$ cat config.mk
export PLATFORM = sky130hd
export DESIGN_NAME = sample_rr_collector_flat
export DESIGN_NICKNAME = d
export VERILOG_FILES = /design/src/rtl/sample_rr_collector_if.sv /design/src/rtl/sample_rr_collector.sv /design/src/flat_wrapper.sv
export SDC_FILE = /design/constraint.sdc
export NUM_CORES = 1
export LEC_CHECK = 0
export BUFFER_PORTS_ARGS = -buffer_cell sky130_fd_sc_hd__buf_2
export CORE_ASPECT_RATIO = 0.75
export CORE_MARGIN = 2
export CORE_UTILIZATION = 45
export CTS_CLUSTER_DIAMETER = 30
export DETAILED_ROUTE_END_ITERATION = 8
export PLACE_DENSITY = 0.67
export SETUP_SLACK_MARGIN = 0.5
export SLEW_MARGIN = 20
export SYNTH_ARGS = -nofsm -noshare
export SYNTH_HDL_FRONTEND = slang
export SYNTH_SLANG_ARGS = --single-unit
$ cat constraint.sdc
create_clock -name clk -period 3.9 [get_ports clk]
set_input_delay 0.195 -clock clk [delete_from_list [all_inputs] [get_ports clk]]
set_output_delay 0.195 -clock clk [all_outputs]
set_load 0.03 [all_outputs]
$ cat src/rtl/sample_rr_collector_if.sv
// sample_rr_collector_if: per-channel sample inputs, merged output stage and status of the collector.
interface sample_rr_collector_if #(
  parameter int NCH = 4,
  parameter int WIDTH = 4,
  parameter int DEPTH = 2,
  localparam int CW = (NCH > 1) ? $clog2(NCH) : 1,
  localparam int LW = $clog2(DEPTH + 1)
);
  logic             in_valid [0:NCH-1];
  logic [WIDTH-1:0] in_data  [0:NCH-1];
  logic             in_ready [0:NCH-1];
  logic             enable;
  logic             out_valid;
  logic             out_ready;
  logic [WIDTH-1:0] out_data;
  logic [CW-1:0]    out_chan;
  logic [LW-1:0]    level    [0:NCH-1];
  logic             ovf      [0:NCH-1];
  logic             ovf_clr  [0:NCH-1];
  modport master (
    output in_valid, in_data, enable, out_ready, ovf_clr,
    input  in_ready, out_valid, out_data, out_chan, level, ovf
  );
  modport slave (
    input  in_valid, in_data, enable, out_ready, ovf_clr,
    output in_ready, out_valid, out_data, out_chan, level, ovf
  );
endinterface

$ cat src/rtl/sample_rr_collector.sv
// sample_rr_collector: per-channel FIFOs merged round-robin onto one registered, channel-tagged output.
module sample_rr_collector #(
  parameter int NCH = 4,
  parameter int WIDTH = 4,
  parameter int DEPTH = 2,
  localparam int CW = (NCH > 1) ? $clog2(NCH) : 1,
  localparam int LW = $clog2(DEPTH + 1),
  localparam int PW = (DEPTH > 1) ? $clog2(DEPTH) : 1
) (
  input logic clk,
  input logic rst,
  sample_rr_collector_if.slave bus
);
  logic [WIDTH-1:0] r_mem [NCH][DEPTH];
  logic [PW-1:0]    r_wp [NCH];
  logic [PW-1:0]    r_rp [NCH];
  logic [LW-1:0]    r_level [NCH];
  logic             r_ovf [NCH];
  logic [CW-1:0]    r_last;
  logic             r_out_valid;
  logic [WIDTH-1:0] r_out_data;
  logic [CW-1:0]    r_out_chan;
  logic             w_in_ready [NCH];
  logic             w_push [NCH];
  logic             w_pop_ch [NCH];
  logic             w_free;
  logic             w_any;
  logic             w_pop;
  logic [CW-1:0]    w_gch;
  logic [CW-1:0]    w_idx;
  // Scan from the farthest candidate to the nearest so the nearest non-empty channel wins.
  always_comb begin
    w_free = !r_out_valid || bus.out_ready;
    w_any = 1'b0;
    w_gch = r_last;
    w_idx = r_last;
    for (int k = NCH; k >= 1; k--) begin
      w_idx = CW'((int'(r_last) + k) % NCH);
      w_any = w_any || (r_level[w_idx] != '0);
      w_gch = (r_level[w_idx] != '0) ? w_idx : w_gch;
    end
    w_pop = w_free && bus.enable && w_any;
    for (int i = 0; i < NCH; i++) begin
      w_in_ready[i] = !rst && (r_level[i] != LW'(DEPTH));
      w_push[i] = bus.in_valid[i] && w_in_ready[i];
      w_pop_ch[i] = w_pop && (w_gch == CW'(i));
    end
  end
  always_ff @(posedge clk) begin
    for (int i = 0; i < NCH; i++)
      if (w_push[i]) r_mem[i][r_wp[i]] <= bus.in_data[i];
  end
  always_ff @(posedge clk) begin
    if (rst) begin
      for (int i = 0; i < NCH; i++) begin
        r_wp[i] <= '0;
        r_rp[i] <= '0;
        r_level[i] <= '0;
        r_ovf[i] <= 1'b0;
      end
      r_last <= CW'(NCH - 1);
      r_out_valid <= 1'b0;
      r_out_data <= '0;
      r_out_chan <= '0;
    end else begin
      for (int i = 0; i < NCH; i++) begin
        if (w_push[i]) r_wp[i] <= (r_wp[i] == PW'(DEPTH - 1)) ? '0 : r_wp[i] + 1'b1;
        if (w_pop_ch[i]) r_rp[i] <= (r_rp[i] == PW'(DEPTH - 1)) ? '0 : r_rp[i] + 1'b1;
        r_level[i] <= r_level[i] + LW'(w_push[i]) - LW'(w_pop_ch[i]);
        r_ovf[i] <= (bus.in_valid[i] && !w_in_ready[i]) || (r_ovf[i] && !bus.ovf_clr[i]);
      end
      if (w_pop) begin
        r_out_valid <= 1'b1;
        r_out_data <= r_mem[w_gch][r_rp[w_gch]];
        r_out_chan <= w_gch;
        r_last <= w_gch;
      end else if (w_free) begin
        r_out_valid <= 1'b0;
      end
    end
  end
  assign bus.in_ready = w_in_ready;
  assign bus.level = r_level;
  assign bus.ovf = r_ovf;
  assign bus.out_valid = r_out_valid;
  assign bus.out_data = r_out_data;
  assign bus.out_chan = r_out_chan;
endmodule

$ cat src/flat_wrapper.sv
// flat-port wrapper written by rule: the top's interface ports become plain ports
module sample_rr_collector_flat 
#(
  parameter int NCH = 4,
  parameter int WIDTH = 4,
  parameter int DEPTH = 2,
  localparam int CW = (NCH > 1) ? $clog2(NCH) : 1,
  localparam int LW = $clog2(DEPTH + 1),
  localparam int PW = (DEPTH > 1) ? $clog2(DEPTH) : 1
)
  (clk, rst, bus_in_valid, bus_in_data, bus_enable, bus_out_ready, bus_ovf_clr, bus_in_ready, bus_out_valid, bus_out_data, bus_out_chan, bus_level, bus_ovf);
  sample_rr_collector_if #(.NCH(NCH), .WIDTH(WIDTH), .DEPTH(DEPTH)) bus_i ();
  input logic clk;
  input logic rst;
  input wire logic [$bits(bus_i.in_valid)-1:0] bus_in_valid;
  input wire logic [$bits(bus_i.in_data)-1:0] bus_in_data;
  input wire logic [$bits(bus_i.enable)-1:0] bus_enable;
  input wire logic [$bits(bus_i.out_ready)-1:0] bus_out_ready;
  input wire logic [$bits(bus_i.ovf_clr)-1:0] bus_ovf_clr;
  output wire logic [$bits(bus_i.in_ready)-1:0] bus_in_ready;
  output wire logic [$bits(bus_i.out_valid)-1:0] bus_out_valid;
  output wire logic [$bits(bus_i.out_data)-1:0] bus_out_data;
  output wire logic [$bits(bus_i.out_chan)-1:0] bus_out_chan;
  output wire logic [$bits(bus_i.level)-1:0] bus_level;
  output wire logic [$bits(bus_i.ovf)-1:0] bus_ovf;
  assign bus_i.in_valid = {>>{bus_in_valid}};
  assign bus_i.in_data = {>>{bus_in_data}};
  assign bus_i.enable = bus_enable;
  assign bus_i.out_ready = bus_out_ready;
  assign bus_i.ovf_clr = {>>{bus_ovf_clr}};
  assign bus_in_ready = {>>{bus_i.in_ready}};
  assign bus_out_valid = bus_i.out_valid;
  assign bus_out_data = bus_i.out_data;
  assign bus_out_chan = bus_i.out_chan;
  assign bus_level = {>>{bus_i.level}};
  assign bus_ovf = {>>{bus_i.ovf}};
  sample_rr_collector #(.NCH(NCH), .WIDTH(WIDTH), .DEPTH(DEPTH)) u_core (.clk(clk), .rst(rst), .bus(bus_i));
endmodule
# Word-level counts from Yosys, hierarchy flattened
# Memories as Yosys holds them, arrays and structs flattened.
# Index checks and enable logic that the tools add are counted.
dict set report classes {
  magnitude_cmp 13
  muxes 75
  n_reduce_logical 50
  addsub 20
  n_shift 0
  mul 0
  bitwise_logic 17
  n_div 0
  n_eq_ne 7
}
# op n
set op_table {}
lappend op_table {{1-bit 2-to-1 mux} 44}
lappend op_table {{8-bit 2-to-1 mux} 4}
lappend op_table {{4-bit 2-to-1 mux} 7}
lappend op_table {{1-bit logical AND} 26}
lappend op_table {{2-bit 2-to-1 mux} 12}
lappend op_table {{2-bit binary-select mux with 2-bit select} 4}
lappend op_table {{4-bit demux with 1-bit select} 4}
lappend op_table {{3-bit >= comparator (second input constant)} 4}
lappend op_table {{2-bit inverter with 3-bit output} 4}
lappend op_table {{2-bit >= comparator (second input constant)} 5}
lappend op_table {{1-bit logical NOT} 10}
lappend op_table {{1-bit inverter with 2-bit output} 5}
lappend op_table {{2-bit nonzero test} 5}
lappend op_table {{1-bit adder (second input constant)} 8}
lappend op_table {{2-bit by 1-bit adder with 2-bit output} 4}
lappend op_table {{1-bit logical OR} 8}
lappend op_table {{2-bit by 1-bit less-than comparator with 1-bit output (second input constant)} 4}
lappend op_table {{2-bit != test (second input constant)} 4}
lappend op_table {{1-bit bitwise OR} 8}
lappend op_table {{2-bit by 1-bit subtractor with 2-bit output} 4}
lappend op_table {{2-bit by 1-bit adder with 2-bit output (second input constant)} 2}
lappend op_table {{2-bit adder (second input constant)} 2}
lappend op_table {{2-bit equality test (second input constant)} 2}
lappend op_table {{2-bit by 1-bit equality test with 1-bit output (second input constant)} 1}
lappend op_table {{2-bit logical NOT} 1}
dict set report totals {
  regBits 21
  mem_bits_rw 40
  memories 3
  wordCells 197
  out_inout_bits 23
  in_bits 28
  romBits 0
  latchBits 0
}
# name words word_bits read_ports rd_clocked_by_memory_dff write_ports line
set memory_table {}
lappend memory_table {u_core.r_mem 4 8 1 0 4 sample_rr_collector.sv:14} ;# logic [WIDTH-1:0] r_mem [NCH][DEPTH];
lappend memory_table {u_core.r_rp 4 1 5 0 4 sample_rr_collector.sv:16} ;# logic [PW-1:0] r_rp [NCH];
lappend memory_table {u_core.r_wp 4 1 4 0 4 sample_rr_collector.sv:15} ;# logic [PW-1:0] r_wp [NCH];

# Longest topological paths before layout
# Gate-level depths: netlist of run 1.
dict set report logic_depth {
  depth_word 16
  depth_mapped 12
  mapped_depth_nobuf 11
}

# Least setup slack after synthesis of run 1
# OpenSTA, ideal clock, no wires.
dict set report synth_timing {
  path_kind {register -> register}
  start {reg u_core.r_level (netlist bit u_core.bus.level[6])}
  end {reg u_core.r_level (netlist bit u_core.bus.level[7])}
  n_path_buf 1
  period_less_slack_ps 2566
  arrival_time_ps 2451
  stages_incl_launch_ff 13
  required_time_ps 3785
  setup_slack_ps 1334
  setup_ps 115
  path_cell_list {dfxtp_1 > or3b_1 > a211o_2 > o211ai_2 > buf_6 > nand2b_1 > nor2_1 > ha_1 > inv_1 > ha_1 > xor2_1 > xnor2_1 > nor2_1}
}
dict set report synth_between {
  elab_chain_cells 11
  elab_cells_between_ends 31
  classes_between {2 x add/sub; 1 x eq/ne; 16 x mux; 12 x reduce/logical}
}
# item line
set synth_lines {}
lappend synth_lines {{start: declaration} sample_rr_collector.sv:17} ;# logic [LW-1:0] r_level [NCH];
lappend synth_lines {{start signal: indexed assignment} sample_rr_collector.sv:69} ;# r_level[i] <= r_level[i] + LW'(w_push[i]) - LW'(w_pop_ch[i]);
lappend synth_lines {{2-bit binary-select mux with 2-bit select} {sample_rr_collector.sv:39, sample_rr_collector.sv:40}}
lappend synth_lines {{2-bit 2-to-1 mux (not written as such) (2 in series)} {sample_rr_collector.sv:39, sample_rr_collector.sv:40}}
lappend synth_lines {{2-bit nonzero test} {sample_rr_collector.sv:39, sample_rr_collector.sv:40}}
lappend synth_lines {{2-bit 2-to-1 mux (4 in series)} sample_rr_collector.sv:40} ;# w_gch = (r_level[w_idx] != '0) ? w_idx : w_gch;
lappend synth_lines {{2-bit logical NOT} sample_rr_collector.sv:46} ;# w_pop_ch[i] = w_pop && (w_gch == CW'(i));
lappend synth_lines {{1-bit logical AND} sample_rr_collector.sv:46}
lappend synth_lines {{2-bit by 1-bit subtractor with 2-bit output (*)} sample_rr_collector.sv:69}
# Mark *: on every way between the ends. The rest lies on a longest branch, timed or not. The select of a mux whose other input is x is not followed.
# A chain may end at the register's enable or synchronous reset.

# Worst setup path after layout of run 1
dict set report layout_timing {
  start {reg u_core.r_level (netlist bit u_core.bus.level[6])}
  end {reg u_core.r_level (netlist bit u_core.bus.level[5])}
}
dict set report layout_between {
  elab_chain_cells 11
  elab_cells_between_ends 27
  classes_between {1 x add/sub; 1 x eq/ne; 16 x mux; 9 x reduce/logical}
}
# item line
set layout_lines {}
lappend layout_lines {{2-bit binary-select mux with 2-bit select} {sample_rr_collector.sv:39, sample_rr_collector.sv:40}}
lappend layout_lines {{2-bit 2-to-1 mux (not written as such) (2 in series)} {sample_rr_collector.sv:39, sample_rr_collector.sv:40}}
lappend layout_lines {{2-bit nonzero test} {sample_rr_collector.sv:39, sample_rr_collector.sv:40}}
lappend layout_lines {{2-bit 2-to-1 mux (4 in series)} sample_rr_collector.sv:40}
lappend layout_lines {{2-bit by 1-bit equality test with 1-bit output} sample_rr_collector.sv:46}
lappend layout_lines {{1-bit logical AND (*)} sample_rr_collector.sv:46}
lappend layout_lines {{2-bit by 1-bit subtractor with 2-bit output (*)} sample_rr_collector.sv:69}
# Marked as above.

==> results.cfg, run 1 <==
[synth]
synth-seq-cells = 61
synth_nets = 260
synth.avg_cell_area_um2 = 12.37
yosys_warnings = 0
synth-main-ff-cell = edfxtp_1
yosysSeqAreaShare = 0.5827
async_reset_ff_frac = 0
synth_area_um2 = 2783
ys_types = 39
synth_cells = 225
synth_edf_count = 40

[grt]
grt_pass1_vias = 1690
grt.total_usage = 0.1661
grt.overflow.total = 0
grt_pass1_wl_mm = 8.238
antenna_found_initial = 0
grt_max_degree = 38

[die]
initial_core_util = 0.4728
die_area_um2 = 6835
rows = 24
ios = 51
die_x_um = 94.80
die_y_um = 72.10
core_um2 = 5886

[clock_tree]
cts-root-buf = clkbuf_8
post_cts_resized = 0
clk_latency_ns = 0.33
cts_buffer_depth = 2
cts_inserted_buffers = 9
cts_tree = done
path_clk_slew_ns = 0.07
cts.sinks = 61
cts_max_level = 3
post_cts_buffers = 0
ctsHoldBuffers = 0

[detailed_routing]
drt_pass1_iterations = 4
viasPerCell = 5.003
wirelength_mm = 5.133
ant_nets = 0
vias = 1796
wl_per_cell_um = 14.30
drc = 0
drt_iter0_markers = 126

[worst_setup_path]
path_cells = or3b_1 -> a211o_2 -> o211ai_2 -> nand2_1 -> nor2_1 -> ha_1 -> inv_1 -> ha_1 -> xor2_1 -> xnor2_1 -> nor2_1
cp-end-kind = flop
start_kind = flop
ff2ff_setup_slack_ns = 1.18
worst_ep_arrival_time_ns = 2.92
cp_max_fo = 14
slowest_delay_ns = 0.40
required_ns = 4.10
crit_slowest_cell = or3b_1
worst-setup-path-type = reg2reg

[finish]
syn2layout_area_growth_pct = 17.99
diodes = 0
fillerInstances = 560
post-route-cell-area_um2 = 3283
drive_above_1_share = 0.3025
nets = 312

[sta]
fmax_mhz = 367.1
fin_skew_ns = 0.006233
hold_viol = 0
tightestPinTransition_ns = 0.7152
drv_slew = 0
rsz0062_at_grt = false
slew_headroom = 0.5218
min_period_ns = 2.724
setup-tns-final_ns = 0
setup_viol_count_final = 0
period_share = 0.6984

[outcome]
status = complete, no violations

[flow_run]
cap_violations = 0

[power]
powerDensity_nw_per_um2 = 747.6
ir_worst_vdd_v = 0.0004221
p_leak_nw = 1.425

[place]
place_area_um2 = 3055
hpwl_mm = 3.715
gp_congestion = 0.7382
port_buffers = 50

[min_path]
holdCritPathClass = in2reg
[synth_stat cells, drive strengths merged, types with 3 or more instances]
cell | count | area share
a221oi | 3 | 0.0094
o211ai | 3 | 0.012
and3 | 4 | 0.0090
dfxtp | 21 | 0.15
a21oi | 9 | 0.016
edfxtp | 40 | 0.43
mux2 | 6 | 0.024
xor2 | 4 | 0.013
nor2 | 30 | 0.040
o21bai | 7 | 0.019
nand2b | 6 | 0.013
buf | 8 | 0.027
mux2i | 16 | 0.058
ha | 7 | 0.031
nor2b | 12 | 0.027
inv | 11 | 0.015
nor4 | 4 | 0.0090
xnor2 | 4 | 0.013
nand2 | 9 | 0.015
[layout make-up]
cell class / count / area (um2) / share of cell area
Sequential cell: 61 / 1622 / 0.4939
Multi-Input combinational cell: 143 / 1037 / 0.3159
Timing Repair Buffer: 51 / 257.7 / 0.07851
Clock buffer: 10 / 127.6 / 0.03887
Clock inverter: 5 / 100.1 / 0.03049
Tap cell: 78 / 97.59 / 0.02973
Inverter: 11 / 41.29 / 0.01258
[cells in the final DEF (no fill, tap or decap), types with 8 or more instances in the layout]
| cell type | count |
|---|---|
| nor2_1 | 30 |
| edfxtp_1 | 40 |
| a21oi_1 | 9 |
| dfxtp_1 | 21 |
| nor2b_1 | 12 |
| inv_1 | 11 |
| nand2_1 | 8 |
| clkbuf_8 | 9 |
| mux2i_1 | 16 |
| buf_2 | 50 |
[worst max-delay path, delay by kind of cell, from the launching register on]
family / cells / cell delay, ns
AND/OR/NAND/NOR: 4 / 0.85
adder cells (fa/ha/maj): 2 / 0.39
buffers and inverters: 1 / 0.06
XOR/XNOR: 2 / 0.30
AO/OA/AOI/OAI: 2 / 0.61
flip-flops: 1 / 0.38
[final timing paths]
kind	startpoint	endpoint	depth (start not counted)
setup reg to reg	u_core.bus.level[6]	u_core.bus.level[5]	11
setup / recovery	u_core.bus.level[6]	u_core.bus.level[5]	11
hold / removal	bus_in_data[0]	u_core.r_mem[3][4]	1
hold reg to reg	u_core.bus.out_chan[1]	u_core.bus.out_chan[1]	2
[flip-flops by register name (all words and copies together) (netlist names)]
name                  count
u_core.r_mem             32
u_core.bus.level          8
u_core.bus.out_data       4
u_core.bus.ovf            4
u_core.r_rp               4
u_core.r_wp               4
u_core.bus.out_chan       2
u_core.r_last             2
u_core.bus.out_valid      1
[kinds of logic after synthesis]
kind of cell,Yosys count,share of synthesized area
flip-flops,61,0.5827
buffers and inverters,21,0.04451
AO/OA/AOI/OAI,29,0.08228
XOR/XNOR,8,0.02518
adder cells (fa/ha/maj),7,0.03147
AND/OR/NAND/NOR,76,0.1439
multiplexers,23,0.08992
[report_power, final]
group	total, mW	internal [mW]	switching (mW)
logic	0.887	0.387	0.500
clock network	0.647	0.419	0.228
registers	0.921	0.806	0.115
total	2.45	1.61	0.842
[metal layers]
| metal | wire length, um | GRT usage | up-vias | share of wire |
|---|---|---|---|---|
| met1 | 2671 | 0.2427 | 844 | 0.52 |
| met3 | 288 | 0.06646 | 6 | 0.056 |
| li1 | - | - | 902 | - |
| met4 | 55 | 0.06763 | 0 | 0.011 |
| met2 | 2117 | 0.2191 | 44 | 0.41 |
| met5 | 0 | 0 | - | 0 |
[metrics by stage]
step | util | power (mW) | worst slack, ns | hold slack [ns] | instances
6_report | 0.5578 | 2.455 | 1.176 | 0.04670 | 359
5_1_grt | 0.5578 | 2.616 | 0.9298 | 0.02339 | 359
3_3_place_gp | 0.5191 | 1.821 | 1.223 | 0.3836 | 344
2_1_floorplan | - | 1.651 | 1.334 | 0.2939 | 225
4_1_cts | 0.5578 | 2.481 | 1.170 | 0.02073 | 359
3_5_place_dp | 0.5191 | 1.823 | 1.177 | 0.3865 | 344
No activity file was read; power rests on OpenSTA's default activity.
==> run 2: changes to the inputs <==
--- a/config.mk
+++ b/config.mk
@@ -11,7 +11,7 @@
 export CORE_UTILIZATION = 45
 export CTS_CLUSTER_DIAMETER = 30
 export DETAILED_ROUTE_END_ITERATION = 8
-export PLACE_DENSITY = 0.67
+export PLACE_DENSITY = 0.69
 export SETUP_SLACK_MARGIN = 0.5
 export SLEW_MARGIN = 20
 export SYNTH_ARGS = -nofsm -noshare
==> constraint.sdc (replaced) <==
create_clock -name clk -period 2.2 [get_ports clk]
set_input_delay 0.11 -clock clk [delete_from_list [all_inputs] [get_ports clk]]
set_output_delay 0.11 -clock clk [all_outputs]
set_load 0.03 [all_outputs]
==> results.cfg, run 2 (same netlist as run 1, synthesis figures left out) <==
[finish]
multiInputGateArea_um2 = 1310
largest_reg_flops = 32
fillerInstances = 396
seq_area_um2 = 1635
nets = 380
diodes = 0
final_util = 0.7128
final_common_cell = buf_2
drive_above_1_share = 0.5200
mostFrequentLayoutCells = buf_2, edfxtp_1, buf_4, buf_6, nor2_1
syn2layout_area_growth_pct = 50.76

[grt]
grt.overflow.total = 0
grt_max_degree = 26
grt_pass1_wl_mm = 10.32
grt.total_usage = 0.2042
grt_pass1_vias = 2076
antenna_found_initial = 0

[min_path]
holdCritPathClass = in2reg
hold_depth = 3
min-delay-start = bus_in_valid[0]

[worst_setup_path]
start_kind = flop
worst-setup-path-type = reg2reg
cp_max_fo = 4
crit_cells = 11
slowest_delay_ns = 0.57
worst_ep_arrival_time_ns = 2.67
cp-end-kind = flop
crit_path_start = u_core.bus.level[0]
crit_slowest_cell = or4_4
worst-path-buf-inv = 1
worst-r2r-cell-count = 11
path_cells = or4_4 -> o21ai_2 -> nor2b_2 -> nand2_2 -> nor2_2 -> ha_1 -> inv_1 -> ha_2 -> xor2_1 -> xnor2_1 -> nor2_1
r2r-start = u_core.bus.level[0]
critPathTopFamily = simple AND/OR/NAND/NOR gates
required_ns = 2.41

[sta]
tightestPinTransition_ns = 0.5511
fmax_mhz = 406.1
hold_viol = 0
period_share = 1.119
min_period_ns = 2.463
drv_slew = 0
setup-tns-final_ns = -1.532
slew_headroom = 0.6326
fin_ws_ns = -0.2627
fin_skew_ns = 0.006797
rsz0062_at_grt = true
hold_slack_ns = 0.02381
setup_viol_count_final = 13

[clock_tree]
path_clk_slew_ns = 0.07
cts_tree = done
cts_inserted_buffers = 9
cts_buffer_depth = 2
cts_max_level = 3
clk_latency_ns = 0.34
cts.sinks = 61
cts-root-buf = clkbuf_8

[flow_run]
cap_violations = 0

[detailed_routing]
drt_iter0_markers = 79
wl_per_cell_um = 16.49
vias = 2161
drt_pass1_iterations = 5
viasPerCell = 5.049
ant_nets = 0
drc = 0
wirelength_mm = 7.056

[die]
die_area_um2 = 6835
die_x_um = 94.80
rows = 24
initial_core_util = 0.4728
core_um2 = 5886
ios = 51
die_y_um = 72.10

[power]
p_leak_nw = 1.810
ir_worst_vdd_v = 0.0009112
powerDensity_nw_per_um2 = 1404

[outcome]
violations = setup timing
status = finished, violations left

[place]
port_buffers = 50
hpwl_mm = 4.313
gp_congestion = 0.7835
## run 2: report_power, final
| part | switching (mW) | leakage [nW] | internal, mW |
|---|---|---|---|
| registers | 0.158 | 0.553 | 1.44 |
| logic | 1.53 | 1.15 | 1.67 |
| clock network | 0.435 | 0.104 | 0.666 |
## run 2: what timing repair did
| action | 4_1_cts | 5_1_grt |
|---|---|---|
| hold buffers | 16 | 0 |
| buffers inserted | 16 | 7 |
| pin swaps | 16 | 15 |
| gates resized for setup | 38 | 28 |
| endpoints found under the hold margin | 32 | 0 |
| endpoints found under the setup margin | 21 | 24 |
## run 2: final timing paths
path                                               end  slack [ns]
worst max register to register     u_core.bus.level[5]       -0.26
worst min-delay path                 u_core.bus.ovf[0]        0.02
worst max-delay path               u_core.bus.level[5]       -0.26
worst min register to register  u_core.bus.out_chan[1]        0.46
## run 2: metal layers
metal	part of all wire	wire length, um	track usage
met5	0	0	0
met4	0.018	129	0.05314
met3	0.042	293	0.07269
met1	0.45	3153	0.2644
met2	0.49	3481	0.3294
## run 2: layout make-up
| class | count | area share |
|---|---|---|
| clock inverter | 4 | 0.01700 |
| multi-input combinational | 143 | 0.3123 |
| inverter | 11 | 0.009842 |
| timing repair buffer | 119 | 0.2132 |
| tap | 78 | 0.02326 |
| sequential | 61 | 0.3898 |
| clock buffer | 12 | 0.03460 |
## run 2: worst min-delay path, stage by stage
cell and delay [ns]:
buf_2 0.09, a21oi_1 0.05, nor2_1 0.07
## run 2: through the flow
stage	setup slack, ns	std cells	power (mW)	instance area (um2)
2_1_floorplan	-0.2321	225	3.075	2861
3_3_place_gp	-0.1160	373	3.718	3352
3_5_place_dp	-0.1936	373	3.748	3352
4_1_cts	-0.1341	421	5.371	4001
5_1_grt	-0.4147	428	6.188	4195
6_report	-0.2627	428	5.891	4195
==> run 3: changes to the inputs <==
--- a/config.mk
+++ b/config.mk
@@ -5,13 +5,15 @@
 export SDC_FILE = /design/constraint.sdc
 export NUM_CORES = 1
 export LEC_CHECK = 0
+export ABC_AREA = 1
 export BUFFER_PORTS_ARGS = -buffer_cell sky130_fd_sc_hd__buf_2
 export CORE_ASPECT_RATIO = 0.75
 export CORE_MARGIN = 2
-export CORE_UTILIZATION = 45
+export CORE_UTILIZATION = 50
 export CTS_CLUSTER_DIAMETER = 30
 export DETAILED_ROUTE_END_ITERATION = 8
-export PLACE_DENSITY = 0.69
+export HOLD_SLACK_MARGIN = 0.05
+export PLACE_DENSITY = 0.75
 export SETUP_SLACK_MARGIN = 0.5
 export SLEW_MARGIN = 20
 export SYNTH_ARGS = -nofsm -noshare
==> results.cfg, run 3 <==
[outcome]
status = finished, violations left
violations = setup timing

[grt]
grt_pass1_vias = 2658
antenna_found_initial = 0
grt.total_usage = 0.2483
grt.overflow.total = 0
grt_pass1_wl_mm = 12.54
grt_max_degree = 16

[finish]
seq_area_um2 = 1647
final_util = 0.7906
largest_reg_flops = 32
post-route-cell-area_um2 = 4653
drive_above_1_share = 0.4577
fillerInstances = 382
multiInputGateArea_um2 = 1546
mostFrequentLayoutCells = nand2_1, buf_2, edfxtp_1, inv_1, buf_4
diodes = 0
syn2layout_area_growth_pct = 50.51
nets = 515
final_common_cell = nand2_1

[detailed_routing]
wl_per_cell_um = 15.09
vias = 2914
ant_nets = 0
drt_pass1_iterations = 5
viasPerCell = 5.176
drt_iter0_markers = 265
wirelength_mm = 8.496
drc = 0

[power]
ir_worst_vdd_v = 0.0009194
p_leak_nw = 2.161
power_mw = 8.437
powerDensity_nw_per_um2 = 1813

[synth]
synth.avg_cell_area_um2 = 8.709
ys_types = 33
synth_area_leaders = edfxtp_1, dfxtp_1, nand2_1, inv_1, nand3_1
yosysMostFrequentCell = nand2_1
synth-main-ff-cell = edfxtp_1
post-synth-top-area-cell = edfxtp_1
synth_area_um2 = 3092
synth-seq-cells = 61
yosys_warnings = 0
yosysSeqAreaShare = 0.5245
synth_cells = 355
synth_nets = 390
synth_edf_count = 40
synth.top_cell.area_share = 0.3885
async_reset_ff_frac = 0
synth_commonest_cells = nand2_1, inv_1, edfxtp_1

[worst_setup_path]
crit_slowest_cell = dfxtp_4
critPathTopFamily = simple AND/OR/NAND/NOR gates
required_ns = 2.47
timing.critical_path.mode_cell = inv_2
worst_ep_arrival_time_ns = 2.71
crit_cells = 17
cp-end-kind = flop
start_kind = flop
path_cells = buf_6 -> nor2_2 -> nand2_1 -> nand2_2 -> inv_2 -> o21ai_2 -> nand4_1 -> nand3_4 -> nor2_4 -> inv_2 -> nor2_2 -> ha_1 -> inv_2 -> ha_4 -> xor2_2 -> buf_4 -> a21oi_2
worst-path-buf-inv = 5
slowest_delay_ns = 0.38
worst-r2r-cell-count = 17
cp_max_fo = 6
worst-setup-path-type = reg2reg

[die]
die_area_um2 = 6835
rows = 24
core_um2 = 5886
ios = 51
die_y_um = 72.10
die_x_um = 94.80
initial_core_util = 0.5253

[sta]
tightestPinTransition_ns = 0.6488
fmax_mhz = 410.5
drv_slew = 0
fin_skew_ns = 0.005135
period_share = 1.107
rsz0062_at_grt = true
min_period_ns = 2.436
setup_viol_count_final = 8
slew_headroom = 0.5670
hold_viol = 0
fin_ws_ns = -0.2359

[clock_tree]
path_clk_slew_ns = 0.07
cts_buffer_depth = 2
cts_max_level = 3
cts_inserted_buffers = 9
cts-root-buf = clkbuf_8
clk_latency_ns = 0.34
cts.sinks = 61
cts_tree = done

[place]
place_ws_ns = -0.2463
gp_congestion = 0.8837
port_buffers = 50
place_area_um2 = 3682
hpwl_mm = 5.223

[min_path]
hold_depth = 4
holdCritPathClass = in2reg

[flow_run]
cap_violations = 0
==> run 3: final timing paths <==
check,endpoint,start,slack (ns)
worst max register to register,u_core.bus.level[5],u_core.r_last[0],-0.24
worst min-delay path,u_core.bus.out_valid,bus_out_ready,0.10
worst min register to register,u_core.bus.out_chan[0],u_core.bus.out_chan[0],0.49
worst max-delay path,u_core.bus.level[5],u_core.r_last[0],-0.24
==> run 3: metal layers <==
metal | GRT usage | up-vias | part of all wire
li1 | - | 1406 | -
met1 | 0.3395 | 1362 | 0.43
met2 | 0.3743 | 123 | 0.47
met3 | 0.07580 | 23 | 0.071
met4 | 0.09501 | 0 | 0.029
met5 | 0 | - | 0
==> run 3: cell type report <==
type                            count  area share
Clock buffer                        9     0.02662
Clock inverter                      7     0.01721
Inverter                           54     0.04598
Multi-Input combinational cell    231      0.3323
Sequential cell                    61      0.3539
Tap cell                           78     0.02097
Timing Repair Buffer              122      0.2014
Timing Repair inverter              1    0.001613
==> run 3: per-stage QoR <==
stage / hold WS [ns] / setup TNS [ns] / instances
floorplan: 0.2089 / -0.1938 / 355
global placement: 0.2970 / -0.4212 / 503
finish: 0.1035 / -1.106 / 563
detailed placement: 0.3015 / -0.6652 / 503
CTS: 0.05992 / -0.5554 / 556
global route: 0.1058 / -2.192 / 563
==> run 3: worst reg2reg max path, stage by stage (launching register included) <==
cell	delay, ns
dfxtp_4	0.38
buf_6	0.13
nor2_2	0.09
nand2_1	0.08
nand2_2	0.11
inv_2	0.05
o21ai_2	0.13
nand4_1	0.16
nand3_4	0.15
nor2_4	0.06
inv_2	0.09
nor2_2	0.05
ha_1	0.28
inv_2	0.04
ha_4	0.15
xor2_2	0.15
buf_4	0.14
a21oi_2	0.13
==> run 3: repair_timing <==
| action | in CTS | in global routing |
|---|---|---|
| buffers inserted | 11 | 7 |
| endpoints found under the hold margin | 36 | 0 |
| pin swaps | 6 | 24 |
| hold buffers | 24 | 0 |
| resized for setup | 41 | 45 |
| gates cloned | 2 | 0 |
| endpoints found under the setup margin | 24 | 24 |
==> run 3: logic make-up (layout without fill, tap and decap cells) <==
kind of cell / Yosys count / count (layout) / synth area share
buffers and inverters: 63 / 193 / 0.09227
XOR/XNOR: 4 / 4 / 0.01133
adder cells (fa/ha/maj): 7 / 7 / 0.02833
AND/OR/NAND/NOR: 185 / 185 / 0.2829
flip-flops: 61 / 61 / 0.5245
AO/OA/AOI/OAI: 35 / 35 / 0.06070
==> run 3: report_power, final <==
part | switching [mW] | total [mW] | internal (mW)
Combinational | 3.32 | 5.82 | 2.50
Clock | 0.493 | 1.03 | 0.538
Sequential | 0.127 | 1.59 | 1.46
